`src/rtl/i2c_slave_read_bytes.sv`:
```
// I2C slave byte receiver: assembles BYTE_NUM bytes (MSB first) into one parallel word,
// with input synchroniser, glitch filter, ACK/NACK drive and mid-byte START/STOP detection.
module i2c_slave_read_bytes #(
    parameter int BYTE_NUM   = 2,
    parameter int FILTER_LEN = 2,
    parameter int ACK_EN     = 1,
    parameter int NACK_LAST  = 0
) (
    input  logic                  clock,
    input  logic                  reset,
    input  logic                  go,
    input  logic                  scl,
    input  logic                  sda,
    output logic                  sda_oe,
    output logic [8*BYTE_NUM-1:0] data,
    output logic                  byte_valid,
    output logic [3:0]            byte_index,
    output logic                  busy,
    output logic                  finish,
    output logic                  error
);

    localparam int unsigned NB = BYTE_NUM;

    typedef enum logic [2:0] {
        S_IDLE,
        S_SYNC,
        S_BIT,
        S_ACK_WAIT,
        S_ACK
    } state_t;

    // Bus inputs handled as a pair: index 0 = SCL, index 1 = SDA
    logic [1:0] raw;
    logic [1:0] sync1;
    logic [1:0] sync2;
    logic [1:0] filt;
    logic [1:0] filt_q;
    logic [3:0] fcnt [2];

    assign raw = {sda, scl};

    always_ff @(posedge clock) begin
        if (reset) begin
            sync1  <= '1;
            sync2  <= '1;
            filt   <= '1;
            filt_q <= '1;
            for (int unsigned i = 0; i < 2; i++) fcnt[i] <= '0;
        end else begin
            sync1  <= raw;
            sync2  <= sync1;
            filt_q <= filt;
            // A level change needs FILTER_LEN consecutive differing samples
            for (int unsigned i = 0; i < 2; i++) begin
                if (sync2[i] == filt[i]) begin
                    fcnt[i] <= '0;
                end else if (fcnt[i] == 4'(FILTER_LEN - 1)) begin
                    filt[i] <= sync2[i];
                    fcnt[i] <= '0;
                end else begin
                    fcnt[i] <= fcnt[i] + 4'd1;
                end
            end
        end
    end

    logic scl_f;
    logic sda_f;
    logic scl_rise;
    logic scl_fall;
    logic sda_tog;
    logic illegal;

    assign scl_f    = filt[0];
    assign sda_f    = filt[1];
    assign scl_rise =  filt[0] & ~filt_q[0];
    assign scl_fall = ~filt[0] &  filt_q[0];
    assign sda_tog  =  filt[1] ^  filt_q[1];
    // An SDA move while SCL is steadily high is a START or STOP
    assign illegal  = sda_tog & scl_f & ~scl_rise;

    state_t                state, state_n;
    logic [2:0]            bit_cnt, bit_cnt_n;
    logic [3:0]            byte_cnt, byte_cnt_n;
    logic [6:0]            shreg, shreg_n;
    logic [8*BYTE_NUM-1:0] data_n;
    logic [3:0]            byte_index_n;
    logic                  sda_oe_n;
    logic                  busy_n;
    logic                  byte_valid_n;
    logic                  finish_n;
    logic                  error_n;
    logic [7:0]            byte_word;
    logic                  last;

    always_ff @(posedge clock) begin
        if (reset) begin
            state      <= S_IDLE;
            bit_cnt    <= '0;
            byte_cnt   <= '0;
            shreg      <= '0;
            data       <= '0;
            byte_index <= '0;
            sda_oe     <= 1'b0;
            busy       <= 1'b0;
            byte_valid <= 1'b0;
            finish     <= 1'b0;
            error      <= 1'b0;
        end else begin
            state      <= state_n;
            bit_cnt    <= bit_cnt_n;
            byte_cnt   <= byte_cnt_n;
            shreg      <= shreg_n;
            data       <= data_n;
            byte_index <= byte_index_n;
            sda_oe     <= sda_oe_n;
            busy       <= busy_n;
            byte_valid <= byte_valid_n;
            finish     <= finish_n;
            error      <= error_n;
        end
    end

    always_comb begin
        state_n      = state;
        bit_cnt_n    = bit_cnt;
        byte_cnt_n   = byte_cnt;
        shreg_n      = shreg;
        data_n       = data;
        byte_index_n = byte_index;
        sda_oe_n     = sda_oe;
        busy_n       = busy;
        byte_valid_n = 1'b0;
        finish_n     = 1'b0;
        error_n      = 1'b0;
        byte_word    = {shreg, sda_f};
        last         = (byte_cnt == 4'(BYTE_NUM - 1));

        case (state)
            S_IDLE: begin
                if (go) begin
                    state_n    = S_SYNC;
                    busy_n     = 1'b1;
                    bit_cnt_n  = '0;
                    byte_cnt_n = '0;
                end
            end
            S_SYNC: begin
                if (!scl_f) state_n = S_BIT;
            end
            S_BIT: begin
                if (illegal) begin
                    error_n  = 1'b1;
                    sda_oe_n = 1'b0;
                    busy_n   = 1'b0;
                    state_n  = S_IDLE;
                end else if (scl_rise) begin
                    shreg_n   = byte_word[6:0];
                    bit_cnt_n = bit_cnt + 3'd1;
                    if (bit_cnt == 3'd7) begin
                        // First byte lands in the most significant slot
                        for (int unsigned i = 0; i < NB; i++) begin
                            if (byte_cnt == 4'(i)) data_n[8*(NB-1-i) +: 8] = byte_word;
                        end
                        byte_valid_n = 1'b1;
                        byte_index_n = byte_cnt;
                        state_n      = S_ACK_WAIT;
                    end
                end
            end
            S_ACK_WAIT: begin
                if (scl_fall) begin
                    sda_oe_n = (ACK_EN != 0) && !((NACK_LAST != 0) && last);
                    state_n  = S_ACK;
                end
            end
            S_ACK: begin
                if (scl_fall) begin
                    sda_oe_n = 1'b0;
                    if (last) begin
                        finish_n = 1'b1;
                        busy_n   = 1'b0;
                        state_n  = S_IDLE;
                    end else begin
                        byte_cnt_n = byte_cnt + 4'd1;
                        state_n    = S_BIT;
                    end
                end
            end
            default: state_n = S_IDLE;
        endcase
    end

endmodule

```
`config.mk`:
```
export PLATFORM = sky130hd
export DESIGN_NAME = i2c_slave_read_bytes
export DESIGN_NICKNAME = d
export VERILOG_FILES = /design/src/rtl/i2c_slave_read_bytes.sv
export SDC_FILE = /design/constraint.sdc
export NUM_CORES = 1
export LEC_CHECK = 0
export ABC_CLOCK_PERIOD_IN_PS = 2000
export CAP_MARGIN = 0
export CORE_MARGIN = 1
export CORE_UTILIZATION = 35
export CTS_CLUSTER_DIAMETER = 150
export CTS_CLUSTER_SIZE = 10
export DETAILED_ROUTE_END_ITERATION = 6
export GPL_TIMING_DRIVEN = 0
export PLACE_DENSITY = 0.6
export SYNTH_ARGS = -nofsm -noshare
export SYNTH_HDL_FRONTEND = slang
export SYNTH_SLANG_ARGS = --single-unit
export TNS_END_PERCENT = 100
```
`constraint.sdc`:
```
create_clock -name clock -period 2 [get_ports clock]
set_input_delay 0.2 -clock clock [delete_from_list [all_inputs] [get_ports clock]]
set_output_delay 0.2 -clock clock [all_outputs]
set_load 0.05 [all_outputs]
```
; ---- Word level (Yosys, flattened, before mapping)
; Memory sizes are Yosys's and may differ from the RTL's.
; Index checks and enable logic that the tools add are counted.
[word_totals]
elab_cells = 141
mem_bits_rw = 8
latchBits = 0
register_bits = 50
rom_bits = 0
output_inout_bits = 25
memories = 1
input_bits = 5
[classes]
shifts = 0
bitwise_logic = 20
muxes = 58
magnitude_cmp = 0
reduce_logical = 20
div_mod_pow = 0
eq_ne = 21
n_addsub = 4
n_mul = 0
[mem_list]
columns = memory, depth, word_bits, rd, rd_clocked_by_memory_dff, write_ports, line_no
row1 = fcnt, 2, 4, 2, 0, 2, 39  ; logic [3:0] fcnt [2];
[op_table]
columns = cell, n
row1 = 4-bit two-way mux, 9
row2 = 1-bit two-way mux, 33
row3 = 3-bit two-way mux, 10
row4 = 2-bit != test (second input constant), 9
row5 = 4-bit AND reduction, 4
row6 = 3-bit one-hot mux with 5 select lines, 1
row7 = 5-bit AND reduction, 3
row8 = 4-bit by 1-bit adder with 4-bit output (second input constant), 3
row9 = 4-bit by 1-bit equality test with 1-bit output (second input constant), 3
row10 = 1-bit inverter, 9
row11 = 4-bit one-hot mux with 2 select lines, 1
row12 = 3-bit by 2-bit equality test with 1-bit output (second input constant), 2
row13 = 3-bit equality test (second input constant), 2
row14 = 3-bit != test (second input constant), 2
row15 = 1-bit bitwise OR, 6
row16 = 1-bit one-hot mux with 3 select lines, 2
row17 = 3-bit one-hot mux with 2 select lines, 1
row18 = 6-bit AND reduction, 1
row19 = 3-bit nonzero test, 2
row20 = 1-bit bitwise AND, 4
row21 = 4-bit logical NOT, 1
row22 = 2-bit AND reduction, 2
row23 = 2-bit nonzero test, 2
row24 = 4-bit OR reduction, 1
row25 = other kinds (9), 10

; ---- Depth between registers and ports, before layout
; An unclocked memory read counts as a cell.
[depth]
word_depth = 8
mapped_depth = 6
mapped_depth_nobuf = 6

; ---- Worst setup path after synthesis
; No wires, ideal clock.
[synth_timing]
path_type = reg-to-reg
from = reg byte_cnt[0]
to = reg data[0]
setup_slack_ns = 0.223
n_path_buf = 0
stages_incl_launch_ff = 6
arrival_ns = 1.649
setup_ns = 0.128
required_ns = 1.872
period_less_slack_ns = 1.777
path_cell_list = dfxtp_1 ha_1 or3b_2 nor3_4 mux2i_1 nor2_1
[synth_via]
elab_chain_cells = 2
[synth_lines]
columns = item, line_no
row1 = from (decl), 85  ; logic [3:0] byte_cnt, byte_cnt_n;
row2 = from (signal assigned), 113  ; byte_cnt <= byte_cnt_n;
row3 = 4-bit by 1-bit equality test with 1-bit output, 164  ; if (byte_cnt == 4'(i)) data_n[8*(NB-1-i) +: 8] = byte_word;
row4 = 5-bit AND reduction (no source line), -
row5 = to (signal assigned), 115  ; data <= data_n;
row6 = to (decl), 15  ; output logic [8*BYTE_NUM-1:0] data,
; No other way between the ends.
; A chain may end at the register's enable or synchronous reset.

; ---- Worst setup path after layout
[layout_timing]
from = reg byte_cnt[1]
to = reg byte_cnt[3]
[layout_via]
elab_chain_cells = 4
elab_cells_between_ends = 7
classes_between = add/sub: 1 / eq/ne: 2 / mux: 3 / reduce/logical: 1
[layout_lines]
columns = item, line_no
row1 = 4-bit by 1-bit adder with 4-bit output, 186  ; byte_cnt_n = byte_cnt + 4'd1;
row2 = 4-bit two-way mux, 181  ; if (last) begin
row3 = 4-bit two-way mux, 179  ; if (scl_fall) begin
row4 = 4-bit one-hot mux with 2 select lines, 140  ; case (state)
; Parallel ways exist; a longest one is shown, timed or not. The select of a mux whose other input is x is not followed.

==> run metrics <==
Leak=1.19 nW; DRT iter0 DRCs=77; Yosys top cell area share=39.8%; Routed WL per cell=13.2 um; fill cell count=670; clock root buffer=clkbuf_8; Rel. slew slack=64.5%; Yosys cell types=43; grt ovf=0; worst hold path depth=1; #FFs+latches synth=58; max cap viols=0; status=completed; Worst R2R End=byte_cnt[3]$_SDFFE_PP0P_; Die ar.=7520 um2; CP peak stage delay=490 ps; register area=1240 um2; reg2reg setup slack=110 ps; sequential share of the synthesized area=49.4%; Period minus WS final=1890 ps; Flop pwr share=46.9%; CTS Buf Count=9; Setup-failing EPs final=0; Async SR Flop Fraction=0%; core area=6870 um2; Slew Viols, Final=0; Die Y=86.7 um; initial antenna violation count=0; Internal Power=1.99 mW; Synth area leader=dfxtp_1; min-delay worst type=flop to flop; top cells by area, synth=dfxtp_1 (40%), edfxtp_1 (9.6%), mux2i_1 (7.6%); Peak VDD IR=0.000489 V; diodes inserted=0; CTS H-tree depth=3; worst slew pin tran=533 ps; Antenna Nets Post-Route=0; Setup CP Type=flop to flop; layout net count=325; combinational share of power=7.2%; Syn Inst Count=263; IO Port Bufs=29; Post-synth EDFFs=8; post-placement cell count=395; critical-path cell list=inv_1, ha_1, or3b_4, a31oi_2, or4_1, a211oi_1; Fmax=530 MHz; width of the die=86.7 um; unrepaired setup endpoints after global routing=yes; multi-input logic area=1230 um2; total power=2.60 mW; WHS Endpoint=sync2[0]$_SDFF_PP1_; vias in the first global route=1809; Fin Setup TNS=0 ps; most common cell after layout, fill and taps aside=dfxtp_1; Synth warnings=0; Cell Area, Placed=2950 um2; final wirelength=5.45 mm; CP max-delay cell=or4_1; initial core utilization=36.6%; via density per instance=4.89; Syn Area/Cell=9.55 um2; CP Data Arrival Time=2150 ps; Worst Clk Skew=8.27 ps; largest net degree at the start of global routing=11; post-synthesis cell area=2510 um2; crit path capture type=flop; switching pwr=610 uW; Layout area overhead=27.7%; data required time of the worst path=2270 ps; crit path buf inv count=1; Critical Path Source Type=flop; switching share of power=23.5%; Worst-path clk slew=70 ps; Top FF cell, synth=dfxtp_1; via count=2014; CTS max path bufs=2; TritonCTS Sinks=58; final instance area=3210 um2; delay-heaviest family, CP=simple AND/OR/NAND/NOR gates; share of cells above drive strength 1=10.4%; cts hold-fix bufs=0; Clock power frac=45.9%; most frequent cells in the layout=dfxtp_1 (49), nor2_1 (32), clkdlybuf4s50_1 (29); P per Cell Area=809 nW/um2; io pins=30; CTS tree=yes; drt drc=0; later-pin clock latency in the skew report=340 ps; FF-to-FF path depth=6; first-pass GRT wire length=8.63 mm; Finished Layout Cells=412; Critical Path Fanout Max=6; num rows=30; gpl congestion=0.859; Final period util=94.4%; Fin. Hold Viols=0; GRT Util Overall=15.5%; Initial DRT Pass Iterations=4; Hold Startpoint=sync1[0]$_SDFF_PP1_; HPWL after detailed placement=3.61 mm; Reg-to-Reg Start=byte_cnt[1]$_SDFFE_PP0P_
-- worst max path at each step --
| stage | cells after the start | from | end | slack [ps] |
|---|---|---|---|---|
| 2_1_floorplan | 5 | byte_cnt[0]$_SDFFE_PP0P_ | data[0]$_SDFFE_PP0P_ | 220 |
| 3_3_place_gp | 6 | bit_cnt[0]$_SDFFE_PP0P_ | data[4]$_SDFFE_PP0P_ | -80 |
| 3_5_place_dp | 6 | bit_cnt[0]$_SDFFE_PP0P_ | data[4]$_SDFFE_PP0P_ | -80 |
| 4_1_cts | 5 | byte_cnt[0]$_SDFFE_PP0P_ | byte_cnt[3]$_SDFFE_PP0P_ | 50 |
| 5_1_grt | 5 | state[0]$_SDFFE_PP0P_ | data[8]$_SDFFE_PP0P_ | -20 |
| 6_report | 6 | byte_cnt[1]$_SDFFE_PP0P_ | byte_cnt[3]$_SDFFE_PP0P_ | 110 |
-- stage by stage --
step                      hold WS, ps  setup slack [ps]  util, %
after global placement            393             -82.3     42.9
after CTS                         401              50.4     46.6
after detailed placement          394             -77.6     42.9
after global routing              415             -16.7     46.7
final                             401               113     46.7
after floorplan                   304               223        -
-- power groups by stage --
stage          Combinational (mW)  Sequential, mW  Clock [mW]
2_1_floorplan               0.119            1.25           0
4_1_cts                     0.185            1.22        1.22
3_5_place_dp                0.180            1.24           0
6_report                    0.187            1.22        1.19
5_1_grt                     0.204            1.22        1.27
3_3_place_gp                0.182            1.24           0
-- layer usage --
| layer | up-vias | part of all wire [%] | GRT usage, % | routed length, um |
|---|---|---|---|---|
| met3 | 2 | 5.1 | 5.81 | 277 |
| met5 | - | 0 | 0 | 0 |
| met4 | 0 | 0.68 | 8.33 | 37 |
| met2 | 48 | 46 | 23.2 | 2480 |
| li1 | 1015 | - | - | - |
| met1 | 949 | 49 | 19.4 | 2650 |
-- state kept, by name, summed over array words and instances, names as in the netlist --
register and flops:
fcnt 8, state 3, sync1 2, byte_index 4, sda_oe 1, filt 2
data 16, byte_valid 1, error 1, finish 1, busy 1, bit_cnt 3
shreg 7, sync2 2, byte_cnt 4, filt_q 2
-- layout make-up --
| cell class | count | area share (%) |
|---|---|---|
| flip-flops and latches | 58 | 38.7 |
| multi-input cells | 191 | 38.3 |
| repair buffers | 30 | 9.67 |
| clock buffers | 13 | 5.61 |
| well taps | 96 | 3.74 |
| plain buffers | 12 | 1.52 |
| clock inverters | 3 | 1.36 |
| inverters | 9 | 1.05 |
-- cell families after synthesis --
group,synth area share [%]
AOI/OAI and AO/OA,11.5
xor gates and xnor gates,2.44
adders and majority gates,4.48
buffers and inverters,3.29
DFF,49.4
muxes,7.57
other,0.149
and+or+nand+nor,21.2
-- synth_stat cells, types with 2 or more instances --
cell type   n
a211oi_1    3
a21oi_1    16
a221oi_1    2
a31oi_1     5
and2b_1     2
buf_2       3
clkbuf_1    9
dfxtp_1    50
edfxtp_1    8
ha_1        9
inv_1       9
mux2i_1    19
nand2_1    19
nand3_1    11
nand3b_1    2
nand4_1     4
nor2_1     32
nor2b_1     3
nor3_1      3
nor3b_1     4
o21ai_0    11
o21bai_1    2
o31ai_1     3
or2_2       7
or3_1       2
or3b_2      2
or4_1       2
xnor2_1     4
xor2_1      3
-- timing repair --
action,4_1_cts,5_1_grt
endpoints found under the setup margin,9,11
pin swaps,1,0
resized for setup,1,3
hold endpoints to repair,0,0
buffers inserted,1,0
(Power assumes the default switching activity.)
